### src/rtl/accel_seq_ctrl.sv
// Accelerometer sequencer: DEVICEID check, configuration writes, then periodic
// six-byte axis bursts over the spi_phy host_req/host_ack handshake.
module accel_seq_ctrl #(
    parameter int         REQ_DATA_WIDTH = 16,
    parameter int         ACK_DATA_WIDTH = 8,
    parameter int         SAMPLE_PERIOD  = 20000,
    parameter int         TIMEOUT        = 64,
    parameter int         GAP_CYCLES     = 2,
    parameter logic [7:0] DEVID_EXP      = 8'hE5
) (
    input  logic                      clk,
    input  logic                      rst_n,
    input  logic                      enable,
    output logic                      host_req,
    output logic [REQ_DATA_WIDTH-1:0] host_req_data,
    input  logic                      host_ack,
    input  logic [ACK_DATA_WIDTH-1:0] host_ack_data,
    output logic [15:0]               accel_x,
    output logic [15:0]               accel_y,
    output logic [15:0]               accel_z,
    output logic                      sample_valid,
    output logic                      init_done,
    output logic                      dev_err
);

    localparam logic [2:0] ST_GAP         = 3'd0;
    localparam logic [2:0] ST_ISSUE       = 3'd1;
    localparam logic [2:0] ST_WAIT_ACK    = 3'd2;
    localparam logic [2:0] ST_SAMPLE_WAIT = 3'd3;
    localparam logic [2:0] ST_PARK        = 3'd4;

    localparam logic [3:0] STEP_DEVID    = 4'd0;
    localparam logic [3:0] STEP_LAST_CFG = 4'd3;
    localparam logic [3:0] STEP_AXIS0    = 4'd4;
    localparam logic [3:0] STEP_AXIS_END = 4'd9;

    localparam int GW = $clog2(GAP_CYCLES + 1);
    localparam int WW = $clog2(TIMEOUT + 1);
    localparam int PW = $clog2(SAMPLE_PERIOD + 1);

    localparam logic [GW-1:0] GAP_LAST  = GW'(GAP_CYCLES - 1);
    localparam logic [WW-1:0] WAIT_LAST = WW'(TIMEOUT - 1);
    localparam logic [PW-1:0] PER_LAST  = PW'(SAMPLE_PERIOD - 1);

    logic [2:0]                           state;
    logic [3:0]                           step;
    logic [GW-1:0]                        gap_cnt;
    logic [WW-1:0]                        wait_cnt;
    logic [PW-1:0]                        period_cnt;
    logic [5:0][ACK_DATA_WIDTH-1:0]       shadow;

    // Command word for each sequence step: reads {1,0,addr,00}, writes {0,0,addr,data}.
    function automatic logic [15:0] step_word(input logic [3:0] s);
        case (s)
            4'd0:    return 16'h8000;
            4'd1:    return 16'h310B;
            4'd2:    return 16'h2C0A;
            4'd3:    return 16'h2D08;
            default: return {2'b10, 6'h32 + {2'b00, s - STEP_AXIS0}, 8'h00};
        endcase
    endfunction

    always_ff @(posedge clk or negedge rst_n) begin
        if (!rst_n) begin
            state         <= ST_GAP;
            step          <= STEP_DEVID;
            gap_cnt       <= '0;
            wait_cnt      <= '0;
            period_cnt    <= '0;
            shadow        <= '0;
            host_req      <= 1'b0;
            host_req_data <= '0;
            accel_x       <= '0;
            accel_y       <= '0;
            accel_z       <= '0;
            sample_valid  <= 1'b0;
            init_done     <= 1'b0;
            dev_err       <= 1'b0;
        end else begin
            sample_valid <= 1'b0;
            gap_cnt      <= '0;
            case (state)
                ST_GAP: begin
                    host_req <= 1'b0;
                    if (gap_cnt == GAP_LAST) begin
                        // Parking is only allowed on a burst/sequence boundary.
                        if (!enable && (step == STEP_DEVID || step == STEP_AXIS0))
                            state <= ST_PARK;
                        else
                            state <= ST_ISSUE;
                    end else begin
                        gap_cnt <= gap_cnt + 1'b1;
                    end
                end
                ST_ISSUE: begin
                    host_req_data <= REQ_DATA_WIDTH'(step_word(step));
                    host_req      <= 1'b1;
                    wait_cnt      <= '0;
                    state         <= ST_WAIT_ACK;
                end
                ST_WAIT_ACK: begin
                    if (host_ack) begin
                        host_req <= 1'b0;
                        state    <= ST_GAP;
                        if (step == STEP_DEVID) begin
                            if (host_ack_data != DEVID_EXP) begin
                                dev_err    <= 1'b1;
                                init_done  <= 1'b0;
                                period_cnt <= '0;
                                state      <= ST_SAMPLE_WAIT;
                            end else begin
                                dev_err <= 1'b0;
                                step    <= step + 4'd1;
                            end
                        end else if (step <= STEP_LAST_CFG) begin
                            if (step == STEP_LAST_CFG)
                                init_done <= 1'b1;
                            step <= step + 4'd1;
                        end else begin
                            shadow[3'(step - STEP_AXIS0)] <= host_ack_data;
                            if (step == STEP_AXIS_END) begin
                                // Last byte bypasses the shadow so all axes update in one edge.
                                accel_x      <= {shadow[1], shadow[0]};
                                accel_y      <= {shadow[3], shadow[2]};
                                accel_z      <= {host_ack_data, shadow[4]};
                                sample_valid <= 1'b1;
                                period_cnt   <= '0;
                                state        <= ST_SAMPLE_WAIT;
                            end else begin
                                step <= step + 4'd1;
                            end
                        end
                    end else if (wait_cnt == WAIT_LAST) begin
                        host_req  <= 1'b0;
                        dev_err   <= 1'b1;
                        init_done <= 1'b0;
                        step      <= STEP_DEVID;
                        state     <= ST_GAP;
                    end else if (wait_cnt < WAIT_LAST) begin
                        wait_cnt <= wait_cnt + 1'b1;
                    end
                end
                ST_SAMPLE_WAIT: begin
                    host_req <= 1'b0;
                    if (period_cnt == PER_LAST) begin
                        step  <= init_done ? STEP_AXIS0 : STEP_DEVID;
                        state <= ST_GAP;
                    end else if (period_cnt < PER_LAST) begin
                        period_cnt <= period_cnt + 1'b1;
                    end
                end
                ST_PARK: begin
                    host_req <= 1'b0;
                    if (enable)
                        state <= ST_GAP;
                end
                default: begin
                    host_req <= 1'b0;
                    state    <= ST_GAP;
                end
            endcase
        end
    end

endmodule
### config.mk
export PLATFORM = sky130hd
export DESIGN_NAME = accel_seq_ctrl
export DESIGN_NICKNAME = d
export VERILOG_FILES = /design/src/rtl/accel_seq_ctrl.sv
export SDC_FILE = /design/constraint.sdc
export NUM_CORES = 1
export LEC_CHECK = 0
export ABC_AREA = 0
export CORE_MARGIN = 5
export CORE_UTILIZATION = 40
export DETAILED_ROUTE_END_ITERATION = 12
export SETUP_SLACK_MARGIN = 0.15
export SLEW_MARGIN = 25
export SYNTH_ARGS = -nofsm -noshare
export SYNTH_HDL_FRONTEND = slang
export SYNTH_SLANG_ARGS = --single-unit
### constraint.sdc
create_clock -name clk -period 2.48 [get_ports clk]
set_clock_uncertainty 0.05 [all_clocks]
set_input_delay 0.496 -clock clk [delete_from_list [all_inputs] [get_ports clk]]
set_output_delay 0.496 -clock clk [all_outputs]
set_load 0.02 [all_outputs]
# Word-level counts from Yosys, hierarchy flattened
# Index checks and enable logic that the tools add are counted.
# word_totals
register_bits	147
input_bits	12
output_inout_bits	68
wordCells	136
# classes
add_sub_neg	6
n_lt_le_gt_ge	5
n_eq_ne	32
n_mux	55
bitwise_logic	2
reduce_logical	17
# op_table
op	count
2-to-1 mux 15 bit	7
one-hot mux 16 bit (4 select lines)	1
bitwise mux 48 bit	1
one-hot mux 15 bit (2 select lines)	1
2-to-1 mux 4 bit	7
demux 8 bit (select 3 bit)	1
2-to-1 mux 3 bit	8
2-to-1 mux 7 bit	3
inequality test 2 bit, second input constant	9
2-to-1 mux 1 bit	16
adder 15 x 1 -> 15 bit, second input constant	1
equality test 15 bit, second input constant	1
< comparator 15 bit, second input constant	1
one-hot mux 3 bit (5 select lines)	1
AND reduction 5 bit	3
one-hot mux 7 bit (2 select lines)	1
inequality test 3 bit, second input constant	4
AND reduction 4 bit	3
2-to-1 mux 2 bit	5
equality test 4 x 2 -> 1 bit, second input constant	2
2-to-1 mux 8 bit	1
inequality test 8 bit, second input constant	1
one-hot mux 4 bit (2 select lines)	1
adder 7 x 1 -> 7 bit, second input constant	1
other kinds (31)	37

# Longest topological paths before layout
# Gate-level depths: netlist (run 1).
# logic_depth
ltp_word	6
ltp_mapped	8

# Worst setup path after synthesis (run 1)
# Ideal clock, no wire load.
# synth_path
path_kind	register to register
startpoint	register step[2]
endpoint	register accel_z[10]
setup_ns	0.127
t_arrival_ns	1.841
required_ns	2.303
slack_ns	0.462
stages_incl_launch_ff	8
path_buffers	3
path_cell_list	dfrtp_1 -> inv_1 -> ha_1 -> clkbuf_1 -> nor3_4 -> buf_4 -> buf_6 -> mux2_1
# synth_via
elab_chain_cells	3
word_cells_on_any_way	6
# synth_rtl
item	line	source
from (decl)	46	logic [3:0] step;
from (signal assigned)	113	step <= step + 4'd1;
from (signal assigned)	118	step <= step + 4'd1;
from (signal assigned)	130	step <= step + 4'd1;
less-or-equal comparator 4 x 2 -> 1 bit or zero test 4 bit (tied branches)	115, 105	
inverter 1 bit (no line)	--	
AND reduction 5 bit (no line) *	--	
to (signal assigned)	125	accel_z <= {host_ack_data, shadow[4]};
to (decl)	20	output logic [15:0] accel_z,
# Every way passes the cells marked *; elsewhere a longest branch is shown, timed or not.
# A chain may end at the register's enable or synchronous reset.

# Worst setup path in the final report (run 1)
# layout_path
startpoint	register step[1]
endpoint	register accel_z[3]
# Same word-level chain as after synthesis.

==> flow_metrics.env, run 1 <==
export IMPL_min_path_type="input port to asynchronous set/reset pin"
export IMPL_gp_congestion=0.832
export IMPL_design_die_area_sq_mm=0.0173
export IMPL_core_sq_mm=0.0145
export IMPL_ir_drop_mv=0.506
export IMPL_slowest_delay_ns=0.45
export IMPL_clk_path_buf_depth=2
export IMPL_timing_rr_start="step[1]"
export IMPL_synth_cells=464
export IMPL_post_drt_wl_per_cell_um=16.7
export IMPL_synth_top_cell_area_share_pct=56.4
export IMPL_fill_cells=1230
export IMPL_async_flop_share_pct=100
export IMPL_p_comb_share_pct=30.3
export IMPL_hold_violations=5
export IMPL_period_share_pct=86.3
export IMPL_critPathArrivalTime_ns=2.39
export IMPL_route_detailed_drc=0
export IMPL_cts_sinks=133
export IMPL_ant_nets=0
export IMPL_p_switching_w=0.00271
export IMPL_dp_hpwl_mm=8.75
export IMPL_synth_warnings=0
export IMPL_cts_tree="built"
export IMPL_cellPowerDensity_mw_per_mm2=1070
export IMPL_fin_util_pct=52.4
export IMPL_drt_iter0_drc=214
export IMPL_drt_pass1_iter_count=4
export IMPL_power_frac_clock_pct=31.3
export IMPL_path_max_fanout=49
export IMPL_p_int_w=0.00542
export IMPL_synth_adder_area_share_pct=2.76
export IMPL_cpMaxStageDelayCell="dfrtp_1"
export IMPL_synth_area_per_cell_sq_um=12.7
export IMPL_via_per_inst=5.18
export IMPL_crit_path_start="step[1]"
export IMPL_p_sw_share_pct=33.4
export IMPL_dpl_cell_count=723
export IMPL_rr_worst_depth=6
export IMPL_synth_compound_area_share_pct=8.00
export IMPL_synth_xor_area_share_pct=1.04
export IMPL_ios=80
export IMPL_portBuffers=73
export IMPL_worst_slew_pin_slew_ns=0.506
export IMPL_cts_made_buffers=17
export IMPL_globalRouteOverflowTotal=0
export IMPL_violations="hold timing"
export IMPL_setup_viol=0
export IMPL_antenna_found_initial=0
export IMPL_worst_ep_required_time_ns=2.73
export IMPL_final_nets=583
export IMPL_synth_top_family_by_area="multiplexers"
export IMPL_track_usage_pct=15.1
export IMPL_critPathLaunchType="register"
export IMPL_h_tree_depth=4
export IMPL_finalWorstSetupSlack_ns=0.339
export IMPL_rows=44
export IMPL_timing_reg2reg_setup_slack_ns=0.34
export IMPL_post_cts_setup_buffers=0
export IMPL_path_cells="inv_1, ha_1, nand2_1, nor3_4, buf_12, mux2_2"
export IMPL_clock_root_buffer="clkbuf_16"
export IMPL_synth_edf_count=0
export IMPL_grt_pass1_wl_mm=21.2
export IMPL_reg2reg_to="accel_z[3]"
export IMPL_synth_mux_area_share_pct=17.5
export IMPL_die_w_um=131
export IMPL_ys_types=58
export IMPL_area_growth_syn_to_layout_pct=28.6
export IMPL_drt_wl_total_mm=12.6
export IMPL_synth_commonest_cells="dfrtp_1, mux2_2, nand2_1"
export IMPL_syn_area_sq_mm=0.00590
export IMPL_grt_max_degree=59
export IMPL_ys_seq_elements=133
export IMPL_clk_pin_slew_ns=0.06
export IMPL_diodes=0
export IMPL_finalMaxSlewViolations=0
export IMPL_grt_pass1_vias=4017
export IMPL_fmax_mhz=467
export IMPL_synth_most_common_cell="dfrtp_1"
export IMPL_drive_gt1_share_pct=26.4
export IMPL_whs_ns=-0.00488
export IMPL_place_ws_ns=0.0196
export IMPL_clk_latency_ns=0.42
export IMPL_num_vias=3912
export IMPL_ys_seq_area_share_pct=56.4
export IMPL_end_kind="register"
export IMPL_start_util_pct=40.7
export IMPL_leakagePower_nw=3.53
export IMPL_setup_tns_final_ns=0
export IMPL_drv_cap=0
export IMPL_ctsHoldBuffers=0
export IMPL_cp_endpoint="accel_z[3]"
export IMPL_synthFlopType="dfrtp_1"
export IMPL_finalCriticalPeriod_ns=2.14
export IMPL_synth_top_area_cell="dfrtp_1"
export IMPL_slew_headroom_pct=66.2
export IMPL_rsz0062_at_grt="false"
export IMPL_cts_repair_resized=0
export IMPL_seq_power_share_pct=38.4
export IMPL_status="finished, violations left"
export IMPL_final_cells=755
export IMPL_die_h_um=131
export IMPL_yosys_top_cells_area="dfrtp_1, mux2_2, ha_1, nand2_1, mux2_1"
export IMPL_synthSimpleGateAreaFrac_pct=11.1
export IMPL_path_class="register to register"
-- critical path, delay by kind of cell, from the launching register on --
family                     cells  cell delay [ns]
adders and majority gates      1             0.29
buffers and inverters          2             0.49
DFF                            1             0.45
muxes                          1             0.38
and+or+nand+nor                2             0.36
-- worst min path at each step --
stage | start | end | slack, ns
after floorplan | rst_n | accel_x[0] | 0.15
after global placement | gap_cnt[0] | gap_cnt[0] | 0.37
after detailed placement | gap_cnt[0] | gap_cnt[0] | 0.37
after CTS | rst_n | state[1] | 0.01
after global routing | rst_n | init_done | 0.03
final | rst_n | shadow[38] | -0.005
-- cell families after synthesis --
kind of cell / count (synthesis)
flops: 133
simple gates: 117
mux: 92
compound gates: 66
buf+inv: 35
fa+ha+maj: 13
xor+xnor: 7
other cells: 1
-- metal layers --
layer  GRT usage (%)  vias to the layer above  wire length, um
met5               0                        -                0
met4            5.26                        0              224
met3            4.05                       19              521
met2            24.0                       87             5880
met1            20.0                     1958             6000
li1                -                     1848                -
-- area by class of cell --
class | count | area (sq um) | area share [%]
Clock buffer | 18 | 429 | 5.66
Clock inverter | 14 | 178 | 2.34
Inverter | 9 | 33.8 | 0.445
Multi-Input combinational cell | 301 | 2410 | 31.8
Sequential cell | 133 | 3330 | 43.9
Tap cell | 184 | 230 | 3.03
Timing Repair Buffer | 96 | 976 | 12.9
-- power groups by stage --
stage | registers, W | clock network (W) | logic, W
after floorplan | 0.00329 | 0 | 0.00141
after global placement | 0.00313 | 0 | 0.00241
after detailed placement | 0.00316 | 0 | 0.00247
after CTS | 0.00313 | 0.00261 | 0.00247
after global routing | 0.00321 | 0.00269 | 0.00273
final | 0.00313 | 0.00255 | 0.00246
-- registers in the layout (all words and copies together) (netlist names) --
register,flops
accel_y,16
period_cnt,15
accel_x,16
step,4
accel_z,16
shadow,40
state,3
host_req,1
wait_cnt,7
dev_err,1
sample_valid,1
init_done,1
host_req_data,10
gap_cnt,2
-- cells in the final DEF (no fill, tap or decap), drive strengths merged, types with 4 or more instances in the layout --
cell type and n:
dfrtp 133, mux2 88, clkdlybuf4s50 72, nand2 35, buf 24, nor2 21, o21ai 19, clkbuf 18
nand3 15, ha 13, inv 11, a21oi 10, nor3 9, and2 8, a31oi 7, xor2 6
conb 6, o31ai 5, clkinv 5, nand4 4, mux2i 4, clkinvlp 4, a41oi 4
-- stage by stage --
stage | hold slack, ns | power (W) | cell area, sq um
6_report | -0.00488 | 0.00814 | 7590
5_1_grt | 0.0303 | 0.00863 | 7590
4_1_cts | 0.0113 | 0.00821 | 7580
3_3_place_gp | 0.368 | 0.00554 | 6970
3_5_place_dp | 0.375 | 0.00563 | 6970
2_1_floorplan | 0.150 | 0.00470 | 5920
Note: power is estimated with default switching activity, not from simulation.
==> run 2: changes to the inputs <==
--- a/config.mk
+++ b/config.mk
@@ -9,6 +9,7 @@
 export CORE_MARGIN = 5
 export CORE_UTILIZATION = 40
 export DETAILED_ROUTE_END_ITERATION = 12
+export GPL_TIMING_DRIVEN = 0
 export SETUP_SLACK_MARGIN = 0.15
 export SLEW_MARGIN = 25
 export SYNTH_ARGS = -nofsm -noshare
==> run 2 against run 1 <==
Net effect:
- the flow now finishes without violations
- via count rose by 1.8%
- register-to-register slack got worse by 0.099 ns
- first-iteration DRC count rose by 3.3%
- utilization rose by 0.22 points
- non-clock buffer count rose by 8
- sequential share of layout area fell by 0.18 points
- critical path type is now input port to register
- highest routed layer unchanged
==> flow_metrics.env, run 2 (synthesis gave the netlist of run 1 again) <==
export IMPL_drive_gt1_share_pct=26.8
export IMPL_drt_pass1_iter_count=4
export IMPL_ios=80
export IMPL_portBuffers=73
export IMPL_clk_pin_slew_ns=0.06
export IMPL_dpl_cell_count=727
export IMPL_track_usage_pct=15.0
export IMPL_start_util_pct=40.7
export IMPL_cts_made_buffers=17
export IMPL_num_vias=3982
export IMPL_path_max_fanout=10
export IMPL_critPathArrivalTime_ns=2.53
export IMPL_place_ws_ns=-0.372
export IMPL_setup_tns_final_ns=0
export IMPL_rsz0062_at_grt="true"
export IMPL_antenna_found_initial=0
export IMPL_finalWorstSetupSlack_ns=0.181
export IMPL_area_growth_syn_to_layout_pct=29.1
export IMPL_cts_tree="built"
export IMPL_p_comb_share_pct=30.0
export IMPL_finalCriticalPeriod_ns=2.30
export IMPL_status="finished, final reports clean"
export IMPL_clk_latency_ns=0.41
export IMPL_seq_power_share_pct=37.7
export IMPL_via_per_inst=5.22
export IMPL_drv_cap=0
export IMPL_dpl_instance_area_sq_mm=0.00691
export IMPL_fin_area_sq_mm=0.00762
export IMPL_grt_max_degree=76
export IMPL_seqCellArea_sq_mm=0.00333
export IMPL_globalRouteOverflowTotal=0
export IMPL_busiest_layer="met2"
export IMPL_p_sw_share_pct=33.0
export IMPL_grtUsageMet3_pct=4.09
export IMPL_clock_root_buffer="clkbuf_16"
export IMPL_regMostFlops="shadow"
export IMPL_dp_hpwl_mm=8.76
export IMPL_power_frac_clock_pct=32.3
export IMPL_hold_violations=0
export IMPL_finalMaxSlewViolations=0
export IMPL_h_tree_depth=4
export IMPL_setup_viol=0
export IMPL_p_int_w=0.00554
export IMPL_post_drt_wl_per_cell_um=16.3
export IMPL_leakagePower_nw=3.61
export IMPL_die_w_um=131
export IMPL_hold_start="gap_cnt[0]"
export IMPL_p_switching_w=0.00273
export IMPL_design_die_area_sq_mm=0.0173
export IMPL_cts_sinks=133
export IMPL_timing_rr_start="step[2]"
export IMPL_layout_common_cells="dfrtp_1, mux2_2, clkdlybuf4s50_1, nand2_1, nor2_1"
export IMPL_end_kind="register"
export IMPL_final_nets=591
export IMPL_drt_iter0_drc=221
export IMPL_die_h_um=131
export IMPL_gr_usage_met1_pct=19.8
export IMPL_route_detailed_drc=0
export IMPL_min_to="gap_cnt[0]"
export IMPL_rows=44
export IMPL_reg2reg_to="step[3]"
export IMPL_largest_reg_flops=40
export IMPL_diodes=0
export IMPL_ir_drop_mv=0.517
export IMPL_gp_congestion=0.819
export IMPL_period_share_pct=92.7
export IMPL_rr_worst_depth=8
export IMPL_multi_input_area_sq_mm=0.00243
export IMPL_slew_headroom_pct=54.9
export IMPL_worst_slew_pin_slew_ns=0.673
export IMPL_min_path_type="register to register"
export IMPL_path_class="input port to register"
export IMPL_final_cells=763
export IMPL_worst_ep_required_time_ns=2.71
export IMPL_fill_cells=1248
export IMPL_grt_use_met2_pct=23.6
export IMPL_clk_path_buf_depth=2
export IMPL_cellPowerDensity_mw_per_mm2=1090
export IMPL_drt_wl_total_mm=12.5
export IMPL_core_sq_mm=0.0145
export IMPL_critPathLaunchType="input port"
export IMPL_fmax_mhz=435
export IMPL_grt_pass1_vias=4015
export IMPL_whs_path_depth=1
export IMPL_grt_pass1_wl_mm=21.1
export IMPL_mostFrequentLayoutCell="dfrtp_1"
export IMPL_fin_util_pct=52.6
export IMPL_ant_nets=0
export IMPL_timing_reg2reg_setup_slack_ns=0.24
run 2: worst max-delay path, stage by stage:
cell,delay (ns)
clkdlybuf4s50_1,0.70
and4bb_2,0.27
nand4_1,0.29
a41o_1,0.38
buf_2,0.21
nor2_1,0.11
o21ai_1,0.07
run 2: final cells by class:
cell class | instances | share of cell area [%]
sequential | 133 | 43.7
multi-input combinational | 301 | 31.8
clock inverter | 14 | 2.63
buffer | 26 | 2.09
tap | 184 | 3.02
clock buffer | 18 | 5.77
timing repair buffer | 78 | 10.5
inverter | 9 | 0.443
run 2: power by group through the flow:
| stage | Sequential [W] | Combinational, W | Clock [W] |
|---|---|---|---|
| 4_1_cts | 0.00312 | 0.00250 | 0.00275 |
| 6_report | 0.00312 | 0.00248 | 0.00268 |
| 3_3_place_gp | 0.00312 | 0.00240 | 0 |
| 5_1_grt | 0.00321 | 0.00274 | 0.00284 |
| 2_1_floorplan | 0.00329 | 0.00141 | 0 |
| 3_5_place_dp | 0.00315 | 0.00247 | 0 |
run 2: worst max path at each step:
| stage | depth (start not counted) | to | from |
|---|---|---|---|
| after floorplan | 7 | accel_z[10] | step[2] |
| after global placement | 1 | period_cnt[8] | rst_n |
| after detailed placement | 6 | step[3] | host_ack_data[1] |
| after CTS | 7 | state[1] | host_ack_data[1] |
| after global routing | 8 | step[3] | step[2] |
| final | 7 | state[1] | host_ack_data[0] |
run 2: metal layers:
layer  wire, um  vias up
met3        636       24
met5          0        -
met4        236        0
li1           -     1865
met2       5920      101
met1       5670     1992
run 2: timing repair:
| item | 4_1_cts | 5_1_grt |
|---|---|---|
| hold buffers | 1 | 0 |
| endpoints found under the hold margin | 58 | 0 |
| buffers inserted | 3 | 0 |
| pin swaps | 2 | 0 |
| setup endpoints to repair | 64 | 88 |
| resized for setup | 3 | 6 |
run 2: through the flow:
step | hold slack, ns | total power (W)
final | 0.378 | 0.00828
after global routing | 0.406 | 0.00879
after CTS | 0.381 | 0.00837
after detailed placement | 0.373 | 0.00562
after global placement | 0.371 | 0.00553
after floorplan | 0.150 | 0.00470
